**src/rtl/bytebeat_voice_scheduler.sv**
```systemverilog
// bytebeat_voice_scheduler
//   Paces the bytebeat generator bank at the audio sample rate. Every CLK_DIV
//   clocks a tick starts a collection window in which each voice is offered
//   exactly one valid/ready handshake; the captured samples are then reduced
//   to one 8-bit PCM value (a single selected voice or the average of all).
//
// Ports:
//   clk, rst_n   system clock, asynchronous active-low reset
//   voice_sel    voice index for single mode (latched on tick)
//   mix_mode     0 = single voice, 1 = average of all voices (latched on tick)
//   pcm_in       voice i sample on bits [8i+7:8i]
//   pcm_vld      per-voice valid from the generators
//   pcm_rdy      per-voice ready toward the generators
//   sample       current PCM sample, held between updates
//   sample_stb   one-cycle pulse when sample updates
//   underrun     sticky: some voice missed its deadline since reset

// Per-voice capture lane: one handshake per collection window.
module bytebeat_voice_lane (
    input  logic       clk,
    input  logic       rst_n,
    input  logic       active,   // scheduler is in COLLECT
    input  logic       clr,      // a new collection window starts next cycle
    input  logic [7:0] din,
    input  logic       vld,
    output logic       rdy,
    output logic       got_nxt,  // got including a handshake this cycle
    output logic [7:0] cap
);
    logic got;

    // Ready comes only from registered state, never from vld.
    assign rdy     = active & ~got;
    assign got_nxt = got | (vld & rdy);

    always_ff @(posedge clk or negedge rst_n) begin
        if (!rst_n) begin
            got <= 1'b0;
            cap <= 8'h80;
        end else begin
            if (vld && rdy) cap <= din;
            got <= clr ? 1'b0 : got_nxt;
        end
    end
endmodule

module bytebeat_voice_scheduler #(
    parameter int NUM_VOICES = 8,    // power of 2, 2..8
    parameter int CLK_DIV    = 1250  // clocks per sample tick, >= 4
) (
    input  logic                      clk,
    input  logic                      rst_n,
    input  logic [2:0]                voice_sel,
    input  logic                      mix_mode,
    input  logic [8*NUM_VOICES-1:0]   pcm_in,
    input  logic [NUM_VOICES-1:0]     pcm_vld,
    output logic [NUM_VOICES-1:0]     pcm_rdy,
    output logic [7:0]                sample,
    output logic                      sample_stb,
    output logic                      underrun
);
    localparam int SHIFT = $clog2(NUM_VOICES);
    localparam int CW    = $clog2(CLK_DIV);

    typedef enum logic [1:0] {IDLE, COLLECT, EMIT} state_t;

    state_t                         state, state_n;
    logic [CW-1:0]                  cnt;
    logic                           tick;
    logic                           restart, restart_n;
    logic [2:0]                     sel_q;
    logic                           mode_q;
    logic                           latch, clr, urun_set;
    logic [NUM_VOICES-1:0]          got_nxt;
    logic [NUM_VOICES-1:0][7:0]     cap;
    logic [10:0]                    acc;
    logic [7:0]                     result;

    // Free-running sample-rate divider; runs in every state.
    assign tick = (cnt == CW'(CLK_DIV - 1));

    always_ff @(posedge clk or negedge rst_n) begin
        if (!rst_n) cnt <= '0;
        else        cnt <= tick ? '0 : cnt + 1'b1;
    end

    genvar g;
    generate
        for (g = 0; g < NUM_VOICES; g++) begin : gen_lane
            bytebeat_voice_lane u_lane (
                .clk     (clk),
                .rst_n   (rst_n),
                .active  (state == COLLECT),
                .clr     (clr),
                .din     (pcm_in[8*g +: 8]),
                .vld     (pcm_vld[g]),
                .rdy     (pcm_rdy[g]),
                .got_nxt (got_nxt[g]),
                .cap     (cap[g])
            );
        end
    endgenerate

    always_comb begin
        state_n   = state;
        restart_n = restart;
        latch     = 1'b0;
        clr       = 1'b0;
        urun_set  = 1'b0;
        case (state)
            IDLE: begin
                if (tick) begin
                    latch   = 1'b1;
                    clr     = 1'b1;
                    state_n = COLLECT;
                end
            end
            COLLECT: begin
                if (&got_nxt) begin
                    state_n = EMIT;
                    // Completion on the tick itself: no deadline missed,
                    // but the new window has already begun.
                    if (tick) begin
                        restart_n = 1'b1;
                        latch     = 1'b1;
                    end
                end else if (tick) begin
                    // Deadline missed: emit with stale values for the
                    // missing voices and reopen the window right away.
                    urun_set  = 1'b1;
                    restart_n = 1'b1;
                    latch     = 1'b1;
                    state_n   = EMIT;
                end
            end
            EMIT: begin
                if (restart || tick) begin
                    restart_n = 1'b0;
                    clr       = 1'b1;
                    latch     = tick;
                    state_n   = COLLECT;
                end else begin
                    state_n = IDLE;
                end
            end
            default: state_n = IDLE;
        endcase
    end

    // Mix: 11 bits hold 8 x 255 without overflow; truncating average.
    always_comb begin
        acc = '0;
        for (int i = 0; i < NUM_VOICES; i++) acc = acc + {3'b000, cap[i]};
        if (mode_q) result = 8'(acc >> SHIFT);
        else        result = cap[sel_q[SHIFT-1:0]];  // sel wraps mod NUM_VOICES
    end

    always_ff @(posedge clk or negedge rst_n) begin
        if (!rst_n) begin
            state      <= IDLE;
            restart    <= 1'b0;
            sel_q      <= '0;
            mode_q     <= 1'b0;
            sample     <= 8'h80;
            sample_stb <= 1'b0;
            underrun   <= 1'b0;
        end else begin
            state      <= state_n;
            restart    <= restart_n;
            sample_stb <= (state == EMIT);
            if (state == EMIT) sample <= result;
            if (latch) begin
                sel_q  <= voice_sel;
                mode_q <= mix_mode;
            end
            if (urun_set) underrun <= 1'b1;
        end
    end
endmodule

```
**config.mk**
```make
export PLATFORM = sky130hd
export DESIGN_NAME = bytebeat_voice_scheduler
export DESIGN_NICKNAME = d
export VERILOG_FILES = /design/src/rtl/bytebeat_voice_scheduler.sv
export SDC_FILE = /design/constraint.sdc
export NUM_CORES = 1
export LEC_CHECK = 0
export BUFFER_PORTS_ARGS = -buffer_cell sky130_fd_sc_hd__buf_4
export CAP_MARGIN = 10
export CELL_PAD_IN_SITES_DETAIL_PLACEMENT = 0
export CELL_PAD_IN_SITES_GLOBAL_PLACEMENT = 1
export CORE_MARGIN = 5
export CORE_UTILIZATION = 42
export CTS_CLUSTER_DIAMETER = 80
export DETAILED_ROUTE_END_ITERATION = 10
export PLACE_DENSITY_LB_ADDON = 0.15
export SYNTH_ARGS = -nofsm -noshare
export SYNTH_HDL_FRONTEND = slang
export SYNTH_HIERARCHICAL = 1
export SYNTH_SLANG_ARGS = --single-unit
export TNS_END_PERCENT = 30
```
**constraint.sdc**
```tcl
create_clock -name clk -period 3.75 [get_ports clk]
set_clock_uncertainty 0.15 [all_clocks]
set_input_delay 0.1875 -clock clk [delete_from_list [all_inputs] [get_ports clk]]
set_output_delay 0.1875 -clock clk [all_outputs]
set_load 0.05 [all_outputs]
```
==> out/results.txt, run 1 <==
Leak Pwr = 4.27 nW
chip width = 132 um
slowest CP cell = fa_1
worst vdd ir = 699 uV
initial core utilization = 42.9%
Starting DRT DRC Count = 176
slowest stage delay, CP = 540 ps
setup ws final = -278 ps
top routing layer in use = met4
drt pass-1 iters = 4
largest net degree at the start of global routing = 80
Worst Setup End Kind = flop
vias = 4,294
vias in the first global route = 4,930
htree depth = 3
n_diodes = 0
Post-synth top flop = dfrtp_1
Placed Cells = 821
Seq pwr share = 18.3%
Hold Path Class = input pin to flop
Worst-Skew Late Latency = 350 ps
largest fanout on the critical path = 3
Max Cap Viol = 0
clock network fraction of design power = 12.7%
# setup viols final = 7
post-DP HPWL = 11,200 um
gpl congestion = 0.870
total core area = 14,500 sq um
final net count = 856
Critical Path, Cell by Cell = inv_2, fa_1, inv_2, fa_1, fa_1, inv_2, fa_1, nor2_1, fa_2, a211oi_4, o21ai_2, a21oi_1, nor2b_1, o31a_1
Crit Path Category = flop to flop
internal cell power = 0.00438 W
DR WL met3 = 409 um
post-synth top area cell = dfrtp_1
Vias/cell = 4.72
I/O pin count = 96
Yosys warnings = 6
Seq/Total Area, Yosys = 40.3%
total power = 0.00737 W
PwrDens = 860 nW/um^2
syn nets = 640
Post-Syn Area per Cell = 12.4 sq um
synthesized area = 6230 sq um
run status = finished, violations left
clock slew at reported path FFs = 70 ps
Non-Filler Instances = 909
DIE HEIGHT = 132 um
min Tclk post-route = 4030 ps
crit path DAT = 4150 ps
Site Rows = 44
port buffer count = 95
Root Driver = clkbuf_16
DRT antenna net count = 0
area delta synth->final = 37.6%
Synth area leaders = dfrtp_1 (37%), fa_1 (15%), mux2_2 (12%)
Comb power frac = 69.0%
number of flops mapped to enable cells by yosys = 0
Synth Register Bits = 100
DRT met1 WL = 6740 um
routed length on met2 = 7810 um
proportion of synthesized flip-flops having asynchronous set or reset = 100%
first-pass GRT wire length = 25,200 um
top cell type's share of synthesized area = 36.5%
Clock Tree Buf Depth = 2
failing checks = negative setup slack
final hold vios = 0
Total Wirelength = 15,100 um
TritonCTS Sinks = 100
Max Freq = 248 MHz
grt ovf = 0
share of layout cells above drive strength 1 = 37.7%
Avg WL per Cell = 16.6 um
RSZ-0062 raised after global routing = true
Tcrit/Tclk final = 107%
Worst EP required = 3870 ps
Syn Inst Count = 504
max-slew violation count = 0
worst-margin pin slew = 1040 ps
crit start category = flop
Worst path most repeated cell = fa_1
initial antenna violation count = 0
Worst slew margin = 30.9%
Switch Pwr = 0.00300 W
drc violations = 0
CTS Buf Count = 9
GRT Util Overall = 18.4%
switching share of power = 40.7%
count of cell types in the netlist = 42
R2R Setup Slk = -280 ps
CTS tree = built
most common cell after layout, fill and taps aside = buf_4
commonest cells after routing, fill and taps aside = buf_4 (143), inv_1 (101), dfrtp_1 (91)
total die area = 17,400 sq um
-- worst max-delay path: cells and delay by family (launching register included) --
family,cells,cell delay (ps)
compound gates,4,740
fa+ha+maj,5,2410
flops,1,370
buf+inv,3,130
simple gates,2,130
-- layer usage --
| metal | up-vias | global-route usage, % |
|---|---|---|
| met5 | - | 0 |
| met4 | 0 | 4.69 |
| met3 | 10 | 3.78 |
| met2 | 62 | 32.0 |
| met1 | 2138 | 23.6 |
| li1 | 2084 | - |
-- area by class of cell --
type	count	area, sq um
clock buffers	11	233
clock inverters	5	62.6
fillers	1247	5960
inverters	112	420
multi-input cells	285	3350
flip-flops and latches	100	2510
well taps	184	230
repair buffers	212	1760
-- stage by stage --
stage | utilization [%] | hold WS [ps] | instance area (sq um) | setup WS (ps) | TNS (ps)
after floorplan | - | -258 | 6310 | -108 | -492
after global placement | 51.9 | 270 | 7540 | -219 | -1130
after detailed placement | 51.9 | 273 | 7540 | -266 | -1310
after CTS | 58.8 | 53.2 | 8540 | -253 | -1190
after global routing | 59.0 | 80.8 | 8570 | -412 | -2320
final | 59.0 | 63.9 | 8570 | -278 | -1040
-- state kept, by name, summed over array words and instances, names as in the netlist --
signal,flops
gen_lane.u_lane/got,8
state,2
gen_lane.u_lane/cap,64
sel_q,3
sample_stb,1
restart,1
cnt,11
mode_q,1
underrun,1
sample,8
-- synth_stat cells, types with 2 or more instances --
cell type / instances
inv_1: 112
mux4_1: 12
a211oi_1: 3
nor2b_1: 18
a21oi_1: 10
mux4_2: 4
and3_1: 2
and2_1: 2
nand2_1: 11
dfrtp_1: 91
o31ai_1: 2
mux2i_1: 7
clkbuf_1: 2
o21ai_0: 9
buf_2: 3
a22o_1: 2
a22oi_1: 2
o21ai_1: 2
xor2_1: 5
mux2_2: 68
nand3_1: 5
xnor2_1: 8
and4_1: 2
fa_1: 46
dfstp_2: 9
nand3b_4: 8
o21a_1: 2
nor2_1: 19
a21o_1: 11
ha_1: 12
nand4_1: 4
-- worst paths after layout --
check                                                        end                             startpoint  depth (start not counted)
max                                        sample[7]$_DFFE_PN1P_  gen_lane[3].u_lane/cap[2]$_DFFE_PN0P_                         14
min                             gen_lane[5].u_lane/got$_DFF_PN0_                             pcm_vld[5]                          3
max reg2reg                                sample[7]$_DFFE_PN1P_  gen_lane[3].u_lane/cap[2]$_DFFE_PN0P_                         14
min reg2reg                                 underrun$_DFFE_PN0P_                   underrun$_DFFE_PN0P_                          1
max in group asynchronous  gen_lane[4].u_lane/cap[7]$_DFFE_PN1P_                                  rst_n                          3
min in group asynchronous                       cnt[0]$_DFF_PN0_                                  rst_n                          2
-- cells by family after synthesis --
kind of cell	synth area share, %
buf+inv	7.61
mux	19.9
xor+xnor	1.83
fa+ha+maj	17.2
compound gates	4.98
flops	40.3
simple gates	8.13
-- power groups by stage --
| stage | clock network [W] | logic [W] | registers (W) |
|---|---|---|---|
| final | 0.000933 | 0.00509 | 0.00135 |
| after global routing | 0.00100 | 0.00575 | 0.00137 |
| after CTS | 0.000967 | 0.00493 | 0.00135 |
| after detailed placement | 0 | 0.00467 | 0.00137 |
| after global placement | 0 | 0.00458 | 0.00136 |
| after floorplan | 0 | 0.00322 | 0.00148 |
-- what timing repair did --
item / CTS / global route
hold endpoints to repair: 146 / 0
hold buffers: 69 / 0
setup endpoints to repair: 7 / 8
gates resized for setup: 11 / 10
buffers inserted: 1 / 2
pin swaps: 18 / 10
No activity file was read; power rests on OpenSTA's default activity.
==> run 2: changes to the inputs <==
BUFFER_PORTS_ARGS = not set   (was -buffer_cell sky130_fd_sc_hd__buf_4)
CORE_UTILIZATION = 45   (was 42)
DONT_BUFFER_PORTS = 1   (was not set)
SKIP_LAST_GASP = 1   (was not set)
SYNTH_HIERARCHICAL = not set   (was 1)
==> run 2 against run 1 <==
  * The run still ends with negative setup slack left
  * Critical path type unchanged
  * Die area down 6.6%
  * Clock power up 18%
  * Wire length up 12%
  * Utilization down 1.5 points
  * Setup slack about the same
  * Sequential cell count unchanged
==> out/results.txt, run 2 <==
worst hold start = pcm_vld[6]
port buffer count = 0 (-100%)
post-synth top area cell = dfrtp_1
CTS tree = built
syn nets = 741 (+16%)
Sequential Area = 2510 sq um (unchanged)
clock slew at reported path FFs = 70 ps (about the same)
GRT Util Overall = 22.0% (+3.6 points)
Post-Synth Simple-Gate Area = 11.2% (+3.1 points)
final hold vios = 0 (unchanged)
crit start category = flop
Leak Pwr = 3.72 nW (-13%)
commonest cells after routing, fill and taps aside = inv_1 (107), dfrtp_1 (91), buf_4 (77)
grt ovf = 0 (unchanged)
initial antenna violation count = 1 (+1)
final net count = 864 (+0.93%)
Synth top cells by count = inv_1 (112), dfrtp_1 (91), nand2_1 (72)
top cell type's share of synthesized area = 36.7% (+0.17 points)
Crit Path Category = flop to flop
chip width = 127 um (-3.3%)
Largest Register = gen_lane.u_lane.cap
Clock Tree Buf Depth = 2 (unchanged)
compound-gate portion of the synthesized area = 10.3% (+5.3 points)
slowest stage delay, CP = 530 ps (about the same)
most common cell after layout, fill and taps aside = inv_1
Post-synth top flop = dfrtp_1
drt pass-1 iters = 4 (unchanged)
Root Driver = clkbuf_16
Avg WL per Cell = 18.6 um (+12%)
WHS Path Cells = 3 (unchanged)
PwrDens = 294 nW/um^2 (-66%)
count of cell types in the netlist = 51 (+21%)
Placed Instance Area = 6760 sq um (-10%)
post-synthesis mux area share = 7.50% (-12 points)
Reg2Reg Depth = 14 (unchanged)
vias = 4,635 (+7.9%)
Max Freq = 248 MHz (about the same)
R2R Setup Slk = -280 ps (about the same)
run status = finished, violations left
proportion of synthesized flip-flops having asynchronous set or reset = 100% (unchanged)
met1 usage = 29.9% (+6.2 points)
initial core utilization = 45.2% (+2.3 points)
setup ws final = -277 ps (+0.361 ps)
drc violations = 0 (unchanged)
count leader, synth = inv_1
fillers = 1,197 (-4.0%)
Non-Filler Instances = 913 (+0.44%)
Seq/Total Area, Yosys = 40.5% (+0.19 points)
Starting DRT DRC Count = 214 (+22%)
Hold EP = state[1]$_DFFE_PN0P_
Worst slew margin = 40.8% (+9.9 points)
busiest grt layer = met2
gpl congestion = 0.860 (-1.2%)
Post-Syn Area per Cell = 10.3 sq um (-17%)
Max Cap Viol = 0 (unchanged)
Hold Path Class = input pin to flop
synthesized area = 6200 sq um (-0.46%)
main combinational cell family by area after synthesis = adder cells
largest fanout on the critical path = 2 (-1)
min Tclk post-route = 4030 ps (-0.361 ps)
Yosys warnings = 0 (-6)
largest net degree at the start of global routing = 101 (+26%)
met2 Track Usage GR = 35.7% (+3.7 points)
I/O pin count = 96 (unchanged)
total die area = 16,200 sq um (-6.6%)
max-slew violation count = 0 (unchanged)
Top Registers = gen_lane.u_lane.cap x64, cnt x11
Synth Register Bits = 100 (unchanged)
Vias/cell = 5.08 (+7.5%)
Worst Setup End Kind = flop
RSZ-0062 raised after global routing = true
failing checks = negative setup slack
slowest CP cell = fa_1
Placed Cells = 827 (+0.73%)
Critical Path, Cell by Cell = inv_2, fa_1, inv_1, fa_1, fa_1, inv_1, fa_1, inv_2, fa_2, a21o_1, o21ba_2, o22ai_2, xor2_1, o21ai_0
# setup viols final = 6 (-1)
met3 usage = 4.97% (+1.2 points)
Worst-Skew Late Latency = 350 ps (about the same)
worst-margin pin slew = 888 ps (-148 ps)
first-pass GRT wire length = 27,300 um (+8.4%)
Worst EP required = 3830 ps (-40 ps)
Post-CTS Setup Inserts = 0 (-1)
worst reg2reg path startpoint = gen_lane[3].u_lane.cap[3]$_DFFE_PN0P_
CTS Buf Count = 9 (unchanged)
Site Rows = 43 (-2.3%)
crit path DAT = 4110 ps (-40 ps)
Adder-Cell Fraction of Synth Area = 17.3% (+0.080 points)
Worst path most repeated cell = fa_1
area delta synth->final = 27.1%
final instance area = 7880 sq um (-8.1%)
Tcrit/Tclk final = 107% (about the same)
number of flops mapped to enable cells by yosys = 0 (unchanged)
share of layout cells above drive strength 1 = 20.5% (-17 points)
worst vdd ir = 235 uV (-66%)
Total Wirelength = 16,900 um (+12%)
Synth Area in XOR/XNOR = 1.84% (+0.0085 points)
DRT antenna net count = 0 (unchanged)
total core area = 13,700 sq um (-5.6%)
multi-input logic area = 3070 sq um (-8.4%)
DIE HEIGHT = 127 um (-3.3%)
Syn Inst Count = 605 (+20%)
Synth area leaders = dfrtp_1 (37%), fa_1 (15%), inv_1 (6.8%)
vias in the first global route = 4,986 (+1.1%)
htree depth = 3 (unchanged)
max FFs per register = 64 (unchanged)
TritonCTS Sinks = 100 (unchanged)
RR Endpoint = sample[5]$_DFFE_PN0P_
post-DP HPWL = 12,500 um (+11%)
n_diodes = 0 (unchanged)
-- run 2: critical path, delay by kind of cell, from the launching register on --
family,cells,cell delay [ps]
adders and majority gates,5,2430
xor gates and xnor gates,1,150
AOI/OAI and AO/OA,4,590
buffers and inverters,4,220
DFF,1,360
-- run 2: where the power goes --
group | switching (W) | internal, W | leakage [nW]
logic | 0.0000511 | 0.0000683 | 2.46
registers | 0.0000121 | 0.00108 | 1.09
clock network | 0.000428 | 0.000675 | 0.170
total | 0.000492 | 0.00182 | 3.72
-- run 2: repair_timing --
| action | in CTS | in global routing |
|---|---|---|
| hold buffers | 70 | 0 |
| hold endpoints to repair | 168 | 0 |
| pin swaps | 2 | 2 |
| gates resized for setup | 6 | 1 |
| endpoints found under the setup margin | 6 | 8 |
-- run 2: final cells by class --
type                    count  area share (%)
multi-input cells         357            38.9
flip-flops and latches    100            31.9
repair buffers            147            16.4
inverters                 113            5.41
clock buffers              11            3.08
well taps                 180            2.86
clock inverters             5            1.37
-- run 2: cell families (layout without fill, tap and decap cells) --
logic type / count (synthesis) / after routing
AOI/OAI and AO/OA: 105 / 105
and+or+nand+nor: 150 / 150
buffers and inverters: 148 / 276
xor gates and xnor gates: 13 / 13
DFF: 100 / 100
muxes: 31 / 31
adders and majority gates: 58 / 58
-- run 2: worst max path at each step --
stage                                       end                                  start  slack, ps  depth (start not counted)
final                     sample[5]$_DFFE_PN0P_  gen_lane[3].u_lane.cap[3]$_DFFE_PN0P_       -280                         14
after global routing      sample[5]$_DFFE_PN0P_  gen_lane[3].u_lane.cap[3]$_DFFE_PN0P_       -420                         14
after CTS                 sample[5]$_DFFE_PN0P_  gen_lane[1].u_lane.cap[3]$_DFFE_PN0P_       -280                         14
after detailed placement  sample[6]$_DFFE_PN0P_  gen_lane[3].u_lane.cap[3]$_DFFE_PN0P_       -320                         13
after global placement    sample[6]$_DFFE_PN0P_  gen_lane[3].u_lane.cap[2]$_DFFE_PN0P_       -270                         13
after floorplan           sample[6]$_DFFE_PN0P_  gen_lane[3].u_lane.cap[4]$_DFFE_PN0P_        -90                         13
-- run 2: per-stage QoR --
| stage | hold slack [ps] | TNS [ps] | setup WS [ps] | power (W) | utilization (%) |
|---|---|---|---|---|---|
| 6_report | 28.4 | -1340 | -277 | 0.00232 | 57.4 |
| 5_1_grt | 60.7 | -2250 | -421 | 0.00240 | 57.4 |
| 4_1_cts | 13.2 | -1430 | -283 | 0.00234 | 57.4 |
| 3_3_place_gp | -253 | -1290 | -267 | 0.00115 | 49.3 |
| 3_5_place_dp | -253 | -1490 | -322 | 0.00115 | 49.3 |
| 2_1_floorplan | -258 | -254 | -91.2 | 0.00114 | - |
-- run 2: layer usage --
layer  wire (um)  share of wire (%)
met5           7              0.041
met3         940                5.5
met2        7920                 47
met1        7700                 45
met4         374                2.2
==> run 3: changes to the inputs <==
PLACE_DENSITY_LB_ADDON = 0.1   (was 0.15)
==> run 3 against run 2 <==
  * The run still ends with negative setup slack left
  * Count of clock-buffer cells in the layout is 1 higher
  * Worst hold slack better by 4.7 ps
  * Setup slack worse by 64 ps
  * Largest power group is now registers
==> out/results.txt, run 3 (synthesized netlist as in run 2, its figures left out) <==
Placed Instance Area = 6750 sq um (-0.11%)
crit path DAT = 4170 ps (+60 ps)
# setup viols final = 6 (unchanged)
largest fanout on the critical path = 3 (+1)
commonest cells after routing, fill and taps aside = inv_1 (104), dfrtp_1 (91), buf_4 (80)
DIE HEIGHT = 127 um (unchanged)
Largest Register = gen_lane.u_lane.cap
pre-CTS setup slack = -303 ps (+19.0 ps)
Worst EP required = 3830 ps (about the same)
RSZ-0062 raised after global routing = true
vias in the first global route = 5,109 (+2.5%)
GRT Util Overall = 22.4% (+0.39 points)
first-pass GRT wire length = 27,600 um (+1.1%)
Placed Cells = 826 (-0.12%)
setup ws final = -341 ps (-63.9 ps)
PwrDens = 274 nW/um^2 (-6.6%)
gpl congestion = 0.860 (unchanged)
TritonCTS Sinks = 100 (unchanged)
Crit Path Category = flop to flop
Starting DRT DRC Count = 235 (+9.8%)
chip width = 127 um (unchanged)
Worst slew margin = 31.5% (-9.2 points)
final hold vios = 0 (unchanged)
Root Driver = clkbuf_16
met2 Track Usage GR = 37.5% (+1.7 points)
DRT antenna net count = 0 (unchanged)
worst vdd ir = 201 uV (-14%)
failing checks = negative setup slack
Worst-Skew Late Latency = 360 ps (about the same)
min Tclk post-route = 4090 ps (+63.9 ps)
Max Freq = 244 MHz (-1.6%)
WHS Path Cells = 3 (unchanged)
Hold EP = state[1]$_DFFE_PN0P_
n_diodes = 0 (unchanged)
RR Endpoint = sample[5]$_DFFE_PN0P_
R2R Setup Slk = -340 ps (-60 ps)
clock slew at reported path FFs = 70 ps (about the same)
port buffer count = 0 (unchanged)
grt ovf = 0 (unchanged)
Top Registers = gen_lane.u_lane.cap x64, cnt x11
CTS tree = built
area delta synth->final = 26.4%
crit start category = flop
met3 usage = 4.47% (-0.50 points)
final instance area = 7840 sq um (-0.49%)
initial core utilization = 45.2% (unchanged)
Site Rows = 43 (unchanged)
worst reg2reg path startpoint = gen_lane[0].u_lane.cap[5]$_DFFE_PN0P_
max-slew violation count = 0 (unchanged)
max FFs per register = 64 (unchanged)
CTS Buf Count = 9 (unchanged)
Hold Path Class = input pin to flop
Leak Pwr = 3.69 nW (-0.76%)
Total Wirelength = 16,900 um (about the same)
worst hold start = pcm_vld[5]
slowest CP cell = fa_1
Vias/cell = 4.93 (-3.0%)
initial antenna violation count = 0 (-1)
Worst Setup End Kind = flop
most common cell after layout, fill and taps aside = inv_1
vias = 4,512 (-2.7%)
drc violations = 0 (unchanged)
largest net degree at the start of global routing = 101 (unchanged)
final core occ = 57.2% (-0.28 points)
worst-margin pin slew = 1000 ps (+113 ps)
post-DP HPWL = 12,600 um (+1.4%)
run status = finished, violations left
Fin Hold WS = 33.1 ps (+4.72 ps)
Avg WL per Cell = 18.5 um (-0.34%)
Critical Path, Cell by Cell = inv_1, fa_1, inv_1, fa_1, fa_1, inv_1, fa_1, inv_1, ha_1, o21ai_0, o21ba_4, o22ai_4, xor2_1, o21ai_1
busiest grt layer = met2
total die area = 16,200 sq um (unchanged)
drt pass-1 iters = 4 (unchanged)
htree depth = 3 (unchanged)
total core area = 13,700 sq um (unchanged)
slowest stage delay, CP = 550 ps (+20 ps)
share of layout cells above drive strength 1 = 20.8% (+0.32 points)
met1 usage = 29.8% (-0.052 points)
final net count = 867 (+0.35%)
Reg2Reg Depth = 14 (unchanged)
Tcrit/Tclk final = 109% (+1.7 points)
Non-Filler Instances = 916 (+0.33%)
I/O pin count = 96 (unchanged)
Max Cap Viol = 0 (unchanged)
Clock Tree Buf Depth = 2 (unchanged)
[run 3: changes by cell type in the layout (fill, tap and decap cells not counted), moves of 2 or more]
cell / change
bufinv_16: -2
o21ai_0: -2
o21ai_1: +2
buf_4: +3
clkbuf_1: +2
inv_1: -3
inv_2: +3
[run 3: critical path: cells and delay by family, from the launching register on]
kind            cells  cell delay, ps
fa+ha+maj           5            2480
flops               1             340
compound gates      4             600
xor+xnor            1             170
buf+inv             4             230
[run 3: layer usage]
layer  part of all wire, %  routed length (um)  vias up
li1                      -                   -     2175
met1                    44                7520     2235
met2                    49                8280       84
met3                   5.0                 847       18
met4                   1.7                 282        0
met5                     0                   0        -
[run 3: metrics by stage]
stage / power (W) / TNS, ps
global placement: 0.00115 / -1410
global route: 0.00223 / -2610
floorplan: 0.00114 / -254
CTS: 0.00217 / -1460
finish: 0.00215 / -1420
detailed placement: 0.00115 / -1510
[run 3: cell type report]
cell class	instances	area, sq um
well taps	180	225
flip-flops and latches	100	2510
fillers	1214	5880
repair buffers	150	1320
multi-input cells	357	3070
inverters	113	427
clock buffers	12	236
clock inverters	4	51.3
[run 3: repair_timing]
item / in CTS / in global routing
hold buffers: 70 / 0
endpoints found under the hold margin: 168 / 0
setup buffers: 2 / 2
gates resized for setup: 3 / 10
setup endpoints to repair: 6 / 7
pin swaps: 3 / 9
[run 3: power breakdown]
part	switching (W)	leakage [nW]	internal, W	total (W)
Sequential	0.0000129	1.09	0.00108	0.00109
Combinational	0.0000502	2.47	0.0000683	0.000118
Clock	0.000420	0.137	0.000520	0.000940
[run 3: worst max-delay path by stage]
stage / start / endpoint / slack, ps / depth (start not counted)
finish: gen_lane[0].u_lane.cap[5]$_DFFE_PN0P_ / sample[5]$_DFFE_PN0P_ / -340 / 14
global route: gen_lane[0].u_lane.cap[5]$_DFFE_PN0P_ / sample[5]$_DFFE_PN0P_ / -520 / 14
CTS: gen_lane[1].u_lane.cap[3]$_DFFE_PN0P_ / sample[5]$_DFFE_PN0P_ / -300 / 14
detailed placement: gen_lane[3].u_lane.cap[3]$_DFFE_PN0P_ / sample[6]$_DFFE_PN0P_ / -300 / 14
global placement: gen_lane[3].u_lane.cap[2]$_DFFE_PN0P_ / sample[6]$_DFFE_PN0P_ / -290 / 13
floorplan: gen_lane[3].u_lane.cap[4]$_DFFE_PN0P_ / sample[6]$_DFFE_PN0P_ / -90 / 13
